<file path="config.mk">
export PLATFORM = sky130hd
export DESIGN_NAME = focus_stats_fifo_flat
export DESIGN_NICKNAME = d
export VERILOG_FILES = /design/src/rtl/focus_stats_fifo_pkg.sv /design/src/rtl/focus_stats_fifo_if.sv /design/src/rtl/focus_stats_fifo_peak_fsm.sv /design/src/rtl/focus_stats_fifo.sv /design/src/flat_wrapper.sv
export SDC_FILE = /design/constraint.sdc
export NUM_CORES = 1
export LEC_CHECK = 0
export ABC_AREA = 1
export CAP_MARGIN = 20
export CELL_PAD_IN_SITES_DETAIL_PLACEMENT = 0
export CELL_PAD_IN_SITES_GLOBAL_PLACEMENT = 1
export CORE_MARGIN = 2
export CORE_UTILIZATION = 40
export DETAILED_ROUTE_END_ITERATION = 8
export PLACE_DENSITY_LB_ADDON = 0.1
export SLEW_MARGIN = 20
export SYNTH_ARGS = -nofsm -noshare
export SYNTH_HDL_FRONTEND = slang
export SYNTH_SLANG_ARGS = --single-unit
</file>
<file path="constraint.sdc">
create_clock -name clk -period 4.3 [get_ports clk]
set_clock_uncertainty 0.15 [all_clocks]
set_input_delay 0.645 -clock clk [delete_from_list [all_inputs] [get_ports clk]]
set_output_delay 0.645 -clock clk [all_outputs]
set_load 0.1 [all_outputs]
</file>
<file path="src/rtl/focus_stats_fifo_pkg.sv">
// focus_stats_fifo_pkg: shared state encoding and entry packing for the focus statistics FIFO
package focus_stats_fifo_pkg;
   typedef enum logic [1:0] {IDLE = 2'd0, CLIMB = 2'd1, DESCEND = 2'd2, FOUND = 2'd3} fsm_state_e;
   localparam int POS_MSB = 47;
   localparam int POS_LSB = 32;
   localparam int VAL_MSB = 31;
   localparam int ENTRY_W = POS_MSB + 1;
endpackage

</file>
<file path="src/rtl/focus_stats_fifo_if.sv">
// focus_stats_fifo_if: sample input, drain port and peak status of the focus statistics FIFO
interface focus_stats_fifo_if #(parameter int DEPTH_LOG2 = 4);
   import focus_stats_fifo_pkg::*;
   logic                  hifreq_stb;
   logic [VAL_MSB:0]      hifreq;
   logic [15:0]           lens_pos;
   logic                  pop;
   logic [ENTRY_W-1:0]    dout;
   logic                  empty;
   logic [DEPTH_LOG2:0]   count;
   logic                  overrun;
   logic [VAL_MSB:0]      peak_val;
   logic [15:0]           peak_pos;
   logic                  peak_found;
   logic [1:0]            fsm_state;
   modport master (output hifreq_stb, hifreq, lens_pos, pop,
                   input dout, empty, count, overrun, peak_val, peak_pos, peak_found, fsm_state);
   modport slave  (input hifreq_stb, hifreq, lens_pos, pop,
                   output dout, empty, count, overrun, peak_val, peak_pos, peak_found, fsm_state);
endinterface

</file>
<file path="src/rtl/focus_stats_fifo_peak_fsm.sv">
// focus_peak_fsm: tracks the sharpness peak of an autofocus sweep and flags when it has been passed
module focus_peak_fsm
   import focus_stats_fifo_pkg::*;
#(
   parameter int THR_SHIFT = 3,
   parameter int DROP_N    = 3
) (
   input  logic         clk,
   input  logic         rst_n,
   input  logic         clear,
   input  logic         push,
   input  logic [31:0]  hifreq,
   input  logic [15:0]  lens_pos,
   output logic [31:0]  peak_val,
   output logic [15:0]  peak_pos,
   output logic         peak_found,
   output fsm_state_e   state
);
   fsm_state_e  state_q, state_d;
   logic [31:0] peak_val_q, peak_val_d;
   logic [15:0] peak_pos_q, peak_pos_d;
   logic [3:0]  drop_cnt_q, drop_cnt_d;
   logic [31:0] thr;
   logic        below, higher;
   assign thr    = peak_val_q - (peak_val_q >> THR_SHIFT);
   assign below  = hifreq < thr;
   assign higher = hifreq > peak_val_q;
   // state, peak and drop counter registers
   always_ff @(posedge clk or negedge rst_n) begin
      if (!rst_n) begin
         state_q    <= IDLE;
         peak_val_q <= '0;
         peak_pos_q <= '0;
         drop_cnt_q <= '0;
      end else begin
         state_q    <= state_d;
         peak_val_q <= peak_val_d;
         peak_pos_q <= peak_pos_d;
         drop_cnt_q <= drop_cnt_d;
      end
   end
   // advance only on a push; a within-band sample in DESCEND keeps the drop count
   always_comb begin
      state_d    = state_q;
      peak_val_d = peak_val_q;
      peak_pos_d = peak_pos_q;
      drop_cnt_d = drop_cnt_q;
      if (clear) begin
         state_d    = IDLE;
         peak_val_d = '0;
         peak_pos_d = '0;
         drop_cnt_d = '0;
      end else if (push) begin
         case (state_q)
            IDLE: begin
               peak_val_d = hifreq;
               peak_pos_d = lens_pos;
               state_d    = CLIMB;
            end
            CLIMB: begin
               if (higher) begin
                  peak_val_d = hifreq;
                  peak_pos_d = lens_pos;
               end else if (below) begin
                  drop_cnt_d = 4'd1;
                  state_d    = (DROP_N == 1) ? FOUND : DESCEND;
               end
            end
            DESCEND: begin
               if (higher) begin
                  peak_val_d = hifreq;
                  peak_pos_d = lens_pos;
                  drop_cnt_d = '0;
                  state_d    = CLIMB;
               end else if (below) begin
                  drop_cnt_d = drop_cnt_q + 4'd1;
                  state_d    = (drop_cnt_d == 4'(DROP_N)) ? FOUND : DESCEND;
               end
            end
            default: ;
         endcase
      end
   end
   assign peak_val   = peak_val_q;
   assign peak_pos   = peak_pos_q;
   assign peak_found = state_q == FOUND;
   assign state      = state_q;
endmodule

</file>
<file path="src/rtl/focus_stats_fifo.sv">
// focus_stats_fifo: show-ahead ring FIFO of per-frame sharpness/lens pairs with peak detection
module focus_stats_fifo
   import focus_stats_fifo_pkg::*;
#(
   parameter int DEPTH_LOG2 = 4,
   parameter int THR_SHIFT  = 3,
   parameter int DROP_N     = 3
) (
   input  logic              clk,
   input  logic              rst_n,
   input  logic              en,
   input  logic              clr,
   focus_stats_fifo_if.slave bus
);
   localparam int DEPTH = 1 << DEPTH_LOG2;
   logic [ENTRY_W-1:0]    mem_q [DEPTH];
   logic [DEPTH_LOG2-1:0] wr_ptr_q, wr_ptr_d, rd_ptr_q, rd_ptr_d;
   logic [DEPTH_LOG2:0]   count_q, count_d;
   logic                  overrun_q, overrun_d;
   logic                  clear, push, pop_ok, full, empty;
   fsm_state_e            state;
   assign clear  = !en || clr;
   assign push   = en && bus.hifreq_stb;
   assign empty  = count_q == '0;
   assign full   = count_q == (DEPTH_LOG2 + 1)'(DEPTH);
   assign pop_ok = bus.pop && !empty;
   // a push into a full FIFO without a pop drops the oldest entry by advancing the read pointer
   always_comb begin
      wr_ptr_d  = clear ? '0 : push ? wr_ptr_q + 1'b1 : wr_ptr_q;
      rd_ptr_d  = clear ? '0 : (pop_ok || (push && full)) ? rd_ptr_q + 1'b1 : rd_ptr_q;
      count_d   = clear ? '0 : (push && !pop_ok && !full) ? count_q + 1'b1 :
                  (!push && pop_ok) ? count_q - 1'b1 : count_q;
      overrun_d = !clear && (overrun_q || (push && full && !pop_ok));
   end
   // pointer, occupancy and overrun registers
   always_ff @(posedge clk or negedge rst_n) begin
      if (!rst_n) begin
         wr_ptr_q  <= '0;
         rd_ptr_q  <= '0;
         count_q   <= '0;
         overrun_q <= 1'b0;
      end else begin
         wr_ptr_q  <= wr_ptr_d;
         rd_ptr_q  <= rd_ptr_d;
         count_q   <= count_d;
         overrun_q <= overrun_d;
      end
   end
   // entry storage, left unreset so it maps onto distributed RAM
   always_ff @(posedge clk) begin
      if (push && !clear) mem_q[wr_ptr_q] <= {bus.lens_pos, bus.hifreq};
   end
   focus_peak_fsm #(.THR_SHIFT(THR_SHIFT), .DROP_N(DROP_N)) u_fsm (
      .clk        (clk),
      .rst_n      (rst_n),
      .clear      (clear),
      .push       (push),
      .hifreq     (bus.hifreq),
      .lens_pos   (bus.lens_pos),
      .peak_val   (bus.peak_val),
      .peak_pos   (bus.peak_pos),
      .peak_found (bus.peak_found),
      .state      (state)
   );
   assign bus.dout      = empty ? '0 : mem_q[rd_ptr_q];
   assign bus.empty     = empty;
   assign bus.count     = count_q;
   assign bus.overrun   = overrun_q;
   assign bus.fsm_state = state;
endmodule
</file>
<file path="src/flat_wrapper.sv">
// flat-port wrapper written by rule: the top's interface ports become plain ports
module focus_stats_fifo_flat import focus_stats_fifo_pkg::*;
#(
   parameter int DEPTH_LOG2 = 4,
   parameter int THR_SHIFT  = 3,
   parameter int DROP_N     = 3
)
  (clk, rst_n, en, clr, bus_hifreq_stb, bus_hifreq, bus_lens_pos, bus_pop, bus_dout, bus_empty, bus_count, bus_overrun, bus_peak_val, bus_peak_pos, bus_peak_found, bus_fsm_state);
  focus_stats_fifo_if #(.DEPTH_LOG2(DEPTH_LOG2)) bus_i ();
  input  logic clk;
  input  logic rst_n;
  input  logic en;
  input  logic clr;
  input wire logic [$bits(bus_i.hifreq_stb)-1:0] bus_hifreq_stb;
  input wire logic [$bits(bus_i.hifreq)-1:0] bus_hifreq;
  input wire logic [$bits(bus_i.lens_pos)-1:0] bus_lens_pos;
  input wire logic [$bits(bus_i.pop)-1:0] bus_pop;
  output wire logic [$bits(bus_i.dout)-1:0] bus_dout;
  output wire logic [$bits(bus_i.empty)-1:0] bus_empty;
  output wire logic [$bits(bus_i.count)-1:0] bus_count;
  output wire logic [$bits(bus_i.overrun)-1:0] bus_overrun;
  output wire logic [$bits(bus_i.peak_val)-1:0] bus_peak_val;
  output wire logic [$bits(bus_i.peak_pos)-1:0] bus_peak_pos;
  output wire logic [$bits(bus_i.peak_found)-1:0] bus_peak_found;
  output wire logic [$bits(bus_i.fsm_state)-1:0] bus_fsm_state;
  assign bus_i.hifreq_stb = bus_hifreq_stb;
  assign bus_i.hifreq = bus_hifreq;
  assign bus_i.lens_pos = bus_lens_pos;
  assign bus_i.pop = bus_pop;
  assign bus_dout = bus_i.dout;
  assign bus_empty = bus_i.empty;
  assign bus_count = bus_i.count;
  assign bus_overrun = bus_i.overrun;
  assign bus_peak_val = bus_i.peak_val;
  assign bus_peak_pos = bus_i.peak_pos;
  assign bus_peak_found = bus_i.peak_found;
  assign bus_fsm_state = bus_i.fsm_state;
  focus_stats_fifo #(.DEPTH_LOG2(DEPTH_LOG2), .THR_SHIFT(THR_SHIFT), .DROP_N(DROP_N)) u_core (.clk(clk), .rst_n(rst_n), .en(en), .clr(clr), .bus(bus_i));
endmodule
</file>
**Yosys cells after proc, flatten, opt, wreduce, memory -nomap -nowiden**

Memories as Yosys holds them, arrays and structs flattened.
Cells that the tools add are included.

- Output and inout bits: 106
- Input bits: 54
- Word-level logic and storage cells: 89
- Memories kept: 1
- Register bits after elaboration: 68
- RAM bits: 768

Memory list:

| memory | depth | width | rd ports | clocked after Yosys merged registers in | wr ports | line | text |
|---|---|---|---|---|---|---|---|
| u_core.mem_q | 16 | 48 | 1 | 0 | 1 | focus_stats_fifo.sv:16 | `logic [ENTRY_W-1:0] mem_q [DEPTH];` |

- Order comparisons: 2
- Add/subtract/negate cells: 6
- Reduce and logical (&&, ||, !) cells: 30
- Equality and inequality tests: 9
- Mux-type cells: 33

Operators with widths:

| kind | count |
|---|---|
| $mux 32 | 3 |
| $pmux 32 s2 | 1 |
| $mux 16 | 3 |
| $mux 48 | 1 |
| $mux 4 | 10 |
| $gt 32x32->1 | 1 |
| $lt 32x32->1 | 1 |
| $pmux 16 s2 | 1 |
| $sub 32x29->32 | 1 |
| $mux 5 | 3 |
| $add 4x1->4 const B | 3 |
| $mux 2 | 6 |
| $reduce_and 5->1 | 2 |
| $logic_and 1x1->1 | 9 |
| $reduce_bool 3->1 | 3 |
| $pmux 4 s2 | 1 |
| $logic_not 1->1 | 6 |
| $ne 3x2->1 const B | 2 |
| $pmux 2 s3 | 1 |
| $add 5x1->5 const B | 1 |
| $eq 5x5->1 const B | 1 |
| $logic_not 5->1 | 1 |
| $sub 5x1->5 const B | 1 |
| $eq 2x2->1 const B | 2 |
| 11 further kinds | 16 |

**Depth between registers and ports, before layout**

- Depth in word-level cells: 8
- Gate-level depth with buffers: 29
- Depth with buffers taken out: 29

**By module**

A second synthesis with hierarchy kept.

- Cell total of the unflattened synthesis: 3,437
- Area, all modules: 37,160.6 um^2

By module, submodules not included:

| module | cells an instance | area each (um^2) | instances | sequential area each (um^2) |
|---|---|---|---|---|
| focus_stats_fifo | 2,601 | 31,370.1 | 1 | 23,412.5 |
| focus_peak_fsm | 836 | 5,790.6 | 1 | 1,351.3 |

**Worst setup path after synthesis**

No wires, ideal clock.

- Kind: input to register
- From: in en
- To: mem u_core.mem_q[1][0] (netlist name) (enable)
- Setup time: 0.513 ns
- Buffers on the path: 1
- Data required time: 3.637 ns
- Path slack: -0.732 ns
- Stages: 5
- Arrival: 4.369 ns
- Path through: nand2_1 nor2_1 inv_1 clkbuf_1 nor3_1

- Cells in the longest elaborated chain, start to end: 6
- Elaborated cells on any way between the ends: 7
- Those cells by class: mux: 2; reduce/logical: 5

Ends and longest elaborated chain:

| item | line | text |
|---|---|---|
| start: declaration | flat_wrapper.sv:12 | `input logic en;` |
| $logic_not 1->1 | focus_stats_fifo.sv:22 | `assign clear = !en \|\| clr;` |
| $logic_or 1x1->1 | focus_stats_fifo.sv:22 |  |
| $logic_not 1->1 | focus_stats_fifo.sv:51 | `if (push && !clear) mem_q[wr_ptr_q] <= {bus.lens_pos, bus.hifreq};` |
| $logic_and 1x1->1 (*) | focus_stats_fifo.sv:51 |  |
| $mux 1 (*) | focus_stats_fifo.sv:51 |  |
| $mux 1 (implied by the code) (*) | focus_stats_fifo.sv:51 |  |
| end: declaration | focus_stats_fifo.sv:16 |  |

Every way passes the cells marked *; elsewhere a longest branch is shown, timed or not.

**Final worst setup path**

- From: reg u_core.rd_ptr_q[0]
- To: out bus_dout[20]

- Cells in the longest elaborated chain, start to end: 2

Ends and longest elaborated chain:

| item | line | text |
|---|---|---|
| start: declaration | focus_stats_fifo.sv:17 | `logic [DEPTH_LOG2-1:0] wr_ptr_q, wr_ptr_d, rd_ptr_q, rd_ptr_d;` |
| start signal: assignment | focus_stats_fifo.sv:44 | `rd_ptr_q <= rd_ptr_d;` |
| $mem_v2 16x48 | -- |  |
| $mux 48 | focus_stats_fifo.sv:65 | `assign bus.dout = empty ? '0 : mem_q[rd_ptr_q];` |
| end: declaration | flat_wrapper.sv:18 | `output wire logic [$bits(bus_i.dout)-1:0] bus_dout;` |

Every way passes these cells.

==> results.md <==
- Starting Density: roughly two fifths
- Distinct cell type count after synthesis: 47
- YS warnings: 0
- Largest net degree at the start of global routing: 165
- Number of DRC markers in iteration 0: around 2000
- RSZ-0062 raised after global routing: false
- Port bufs: between 150 and 200
- Launching point of the worst reg2reg path: u_core.u_fsm.peak_val[5]
- Worst reg2reg endpoint: u_core.u_fsm.drop_cnt_q[0]
- Run status: finished, final reports clean
- Vias in the first global route: 25089
- Clock Pin Slew Worst Setup and Hold Paths: 0.06 ns
- Yosys reg bits: 836
- Die area: 93900 um^2
- Layout area overhead: 19.0%
- CP Launch Type: flop
- Worst reg-to-reg path cell count: 23
- Gr ovfl total: 0
- Vias per cell: 5.57
- Hold path start: u_core.u_fsm.peak_pos[12]
- Clk sink count: 836
- Global-route wire length before repair: 161 mm
- Max-cap viol count: 0
- Final worst path period share: 93.2%
- Chip width: 306 um
- Ratio of cells with drive above 1 in the final layout: 12.8%
- H-tree depth: 3
- WL/cell: 24.3 um
- Maximum clock frequency: 249 MHz
- Comb pwr share: 20.4%
- DIE HEIGHT: 306 um
- CTS tree: yes
- Setup CP Type: flop to output port
- Ys async rst share: under 10%
- Clock Latency Late Sink: ~0.65 ns
- CTS Root Buffer Type: clkbuf_16
- Min Tclk post-route: 4.01 ns
- Net Count, Synth: 3208
- Crit path max fanout: 117
- Setup violators final: 0
- Final ANT Viol Nets: 0
- Post-Synthesis Cells: approximately 3000
- Syn Std Cell Area: 36600 um^2
- Sequential element share of the synthesized area: 67.7%
- Sequential power share: ~43%
- Layout Nets: 3379
- Initial antenna violation count: 4
- Worst-Margin Slew: 1.09 ns
- Switching part of the total: 29.7%
- PD cells: 485 nW/um^2
- R2R setup slack: 0.31 ns
- Max-slew violations: 0
- Clock power share: 37.0%
- LEAKAGE: roughly 15 nW
- Dpl hpwl: 59.5 mm
- Hold EP: u_core.u_fsm.peak_pos[12]
- Cell-internal power: between 10 and 15 mW
- Worst path arrival time: roughly 3.2 ns
- Hold Path Cell Cnt: 2
- Drt first pass iters: 8
- HP Class: flop to flop
- CP endpoint kind: output port
- Post-Route WL: 109 mm
- Total track usage: around 23%
- Final Hold Viols: 0
- Top FF cell, synth: edfxtp_1
- CP startpoint: u_core.rd_ptr_q[0]
- TNS Setup: 0 ns
- Total core area: 90300 um^2
- Num ports: between 150 and 200
- FP Rows: between 100 and 150
- TritonCTS buffer count: 91
- Peak VDD IR: slightly above 0.3 mV
- Remaining routing DRC violations: 0
- Diodes inserted: 0
- CP required: between 3 and 4 ns
- Psw: 6.26 mW
- CTS max path bufs: 3
- Fill count: between 7000 and 8000
- Placer Congestion: between 0.8 and 0.9
- Post-DP Area: 40500 um^2
- Post-synth EDFFs: 768
- Cell area after layout: 43500 um^2
- DR vias: 24910
- Synthesized area per cell: approximately 12 um^2
- Worst relative slew slack: 27.3%
-- sequential cells by signal, indices dropped and copies added, names as in the netlist --
register and flops:
u_core.bus.count 5, u_core.u_fsm.peak_val 32, u_core.mem_q 768, u_core.rd_ptr_q 4, u_core.wr_ptr_q 4, u_core.u_fsm.state 2
u_core.bus.overrun 1, u_core.u_fsm.drop_cnt_q 4, u_core.u_fsm.peak_pos 16
-- power by group through the flow --
stage | Combinational [mW] | Clock [mW] | Sequential [mW]
after CTS | 4.32 | 8.00 | 8.99
final | 4.30 | 7.81 | 8.99
after floorplan | 2.47 | 0 | 9.38
after global routing | 4.59 | 8.34 | 8.99
after detailed placement | 4.31 | 0 | 9.16
after global placement | 4.28 | 0 | 9.16
-- layer usage --
metal  vias up  GRT usage (%)  share of wire [%]
met4         4           6.63                2.2
met5         -              0              0.023
li1      11521              -                  -
met2       708           38.4                 48
met3       142           3.32                5.3
met1     12535           31.4                 44
-- cells in the mapped netlist (all sizes together), types with 68 or more instances --
master	n	area (um^2)
a21oi	107	536
buf	74	458
clkbuf	106	402
dfrtp	68	1700
edfxtp	768	23100
ha	107	1340
inv	134	503
nand2	283	1180
nand3	97	503
nor2	514	1940
o21ai	492	2610
o221ai	141	1230
-- worst max-delay path by stage --
stage	to
3_5_place_dp	u_core.u_fsm.drop_cnt_q[0]
5_1_grt	u_core.u_fsm.drop_cnt_q[2]
2_1_floorplan	u_core.mem_q[1][0]
6_report	bus_dout[20]
4_1_cts	bus_dout[20]
3_3_place_gp	u_core.u_fsm.drop_cnt_q[1]
-- metrics by stage --
| stage | util, % | power (mW) | setup WS (ns) | hold slack, ns | cells |
|---|---|---|---|---|---|
| floorplan | - | 11.8 | -0.732 | 0.199 | 3045 |
| global placement | 44.9 | 13.4 | 0.311 | 0.318 | 4297 |
| detailed placement | 44.9 | 13.5 | 0.282 | 0.337 | 4297 |
| CTS | 48.2 | 21.3 | 0.257 | 0.351 | 4468 |
| global route | 48.2 | 21.9 | 0.0148 | 0.382 | 4469 |
| finish | 48.2 | 21.1 | 0.292 | 0.343 | 4469 |
-- cell families (layout without fill, tap and decap cells) --
| group | Yosys count | in the layout | synth area share, % |
|---|---|---|---|
| compound gates | 829 | 829 | 13.6 |
| xor+xnor | 30 | 30 | 0.718 |
| fa+ha+maj | 109 | 109 | 3.77 |
| buf+inv | 315 | 563 | 3.74 |
| flops | 836 | 836 | 67.7 |
| simple gates | 926 | 926 | 10.4 |
-- area by class of cell --
| type | count | area [um^2] | share of cell area, % |
|---|---|---|---|
| flip-flops and latches | 836 | 24800 | 56.9 |
| multi-input cells | 1894 | 10600 | 24.3 |
| repair buffers | 258 | 3190 | 7.32 |
| clock buffers | 131 | 2590 | 5.95 |
| well taps | 1176 | 1470 | 3.38 |
| inverters | 135 | 526 | 1.21 |
| clock inverters | 39 | 413 | 0.948 |
-- critical path, stage by stage (launching register included) --
cell and delay, ns:
dfrtp_4 0.58, clkinv_8 0.42, buf_4 0.39, o21ai_0 0.14
o221ai_1 0.20, nand3_1 0.11, a21oi_1 0.43, buf_12 0.24
-- what timing repair did --
item | CTS | global route
setup endpoints to repair | 0 | 3
endpoints found under the hold margin | 48 | 0
setup buffers | 0 | 1
gates resized for setup | 0 | 3
hold buffers | 1 | 0
-- placed cells by master (no fill, tap or decap), types with 5 or more instances in the layout --
cell             count
nor2_2               7
clkdlybuf4s50_1    109
inv_1              125
nand2_1            238
inv_6                7
ha_1               107
o21ai_1              9
o221ai_1           141
o21ai_0            443
nand3_1             95
o21bai_1             7
inv_2                6
o22ai_1             56
buf_12              78
clkbuf_16           92
clkbuf_8            14
nor3_2              11
clkbuf_1            25
buf_4               70
bufinv_16            7
nand2_2             43
nor3_1               6
nand4_1             10
a31oi_1              6
clkinv_2            13
a21o_1               5
xnor2_1             14
edfxtp_1           768
dfrtp_2              5
nor2_1             503
dfrtp_1             60
xor2_1              16
a21oi_1            103
clkinv_1             7
o21ai_2             40
No activity file was read; power rests on OpenSTA's default activity.
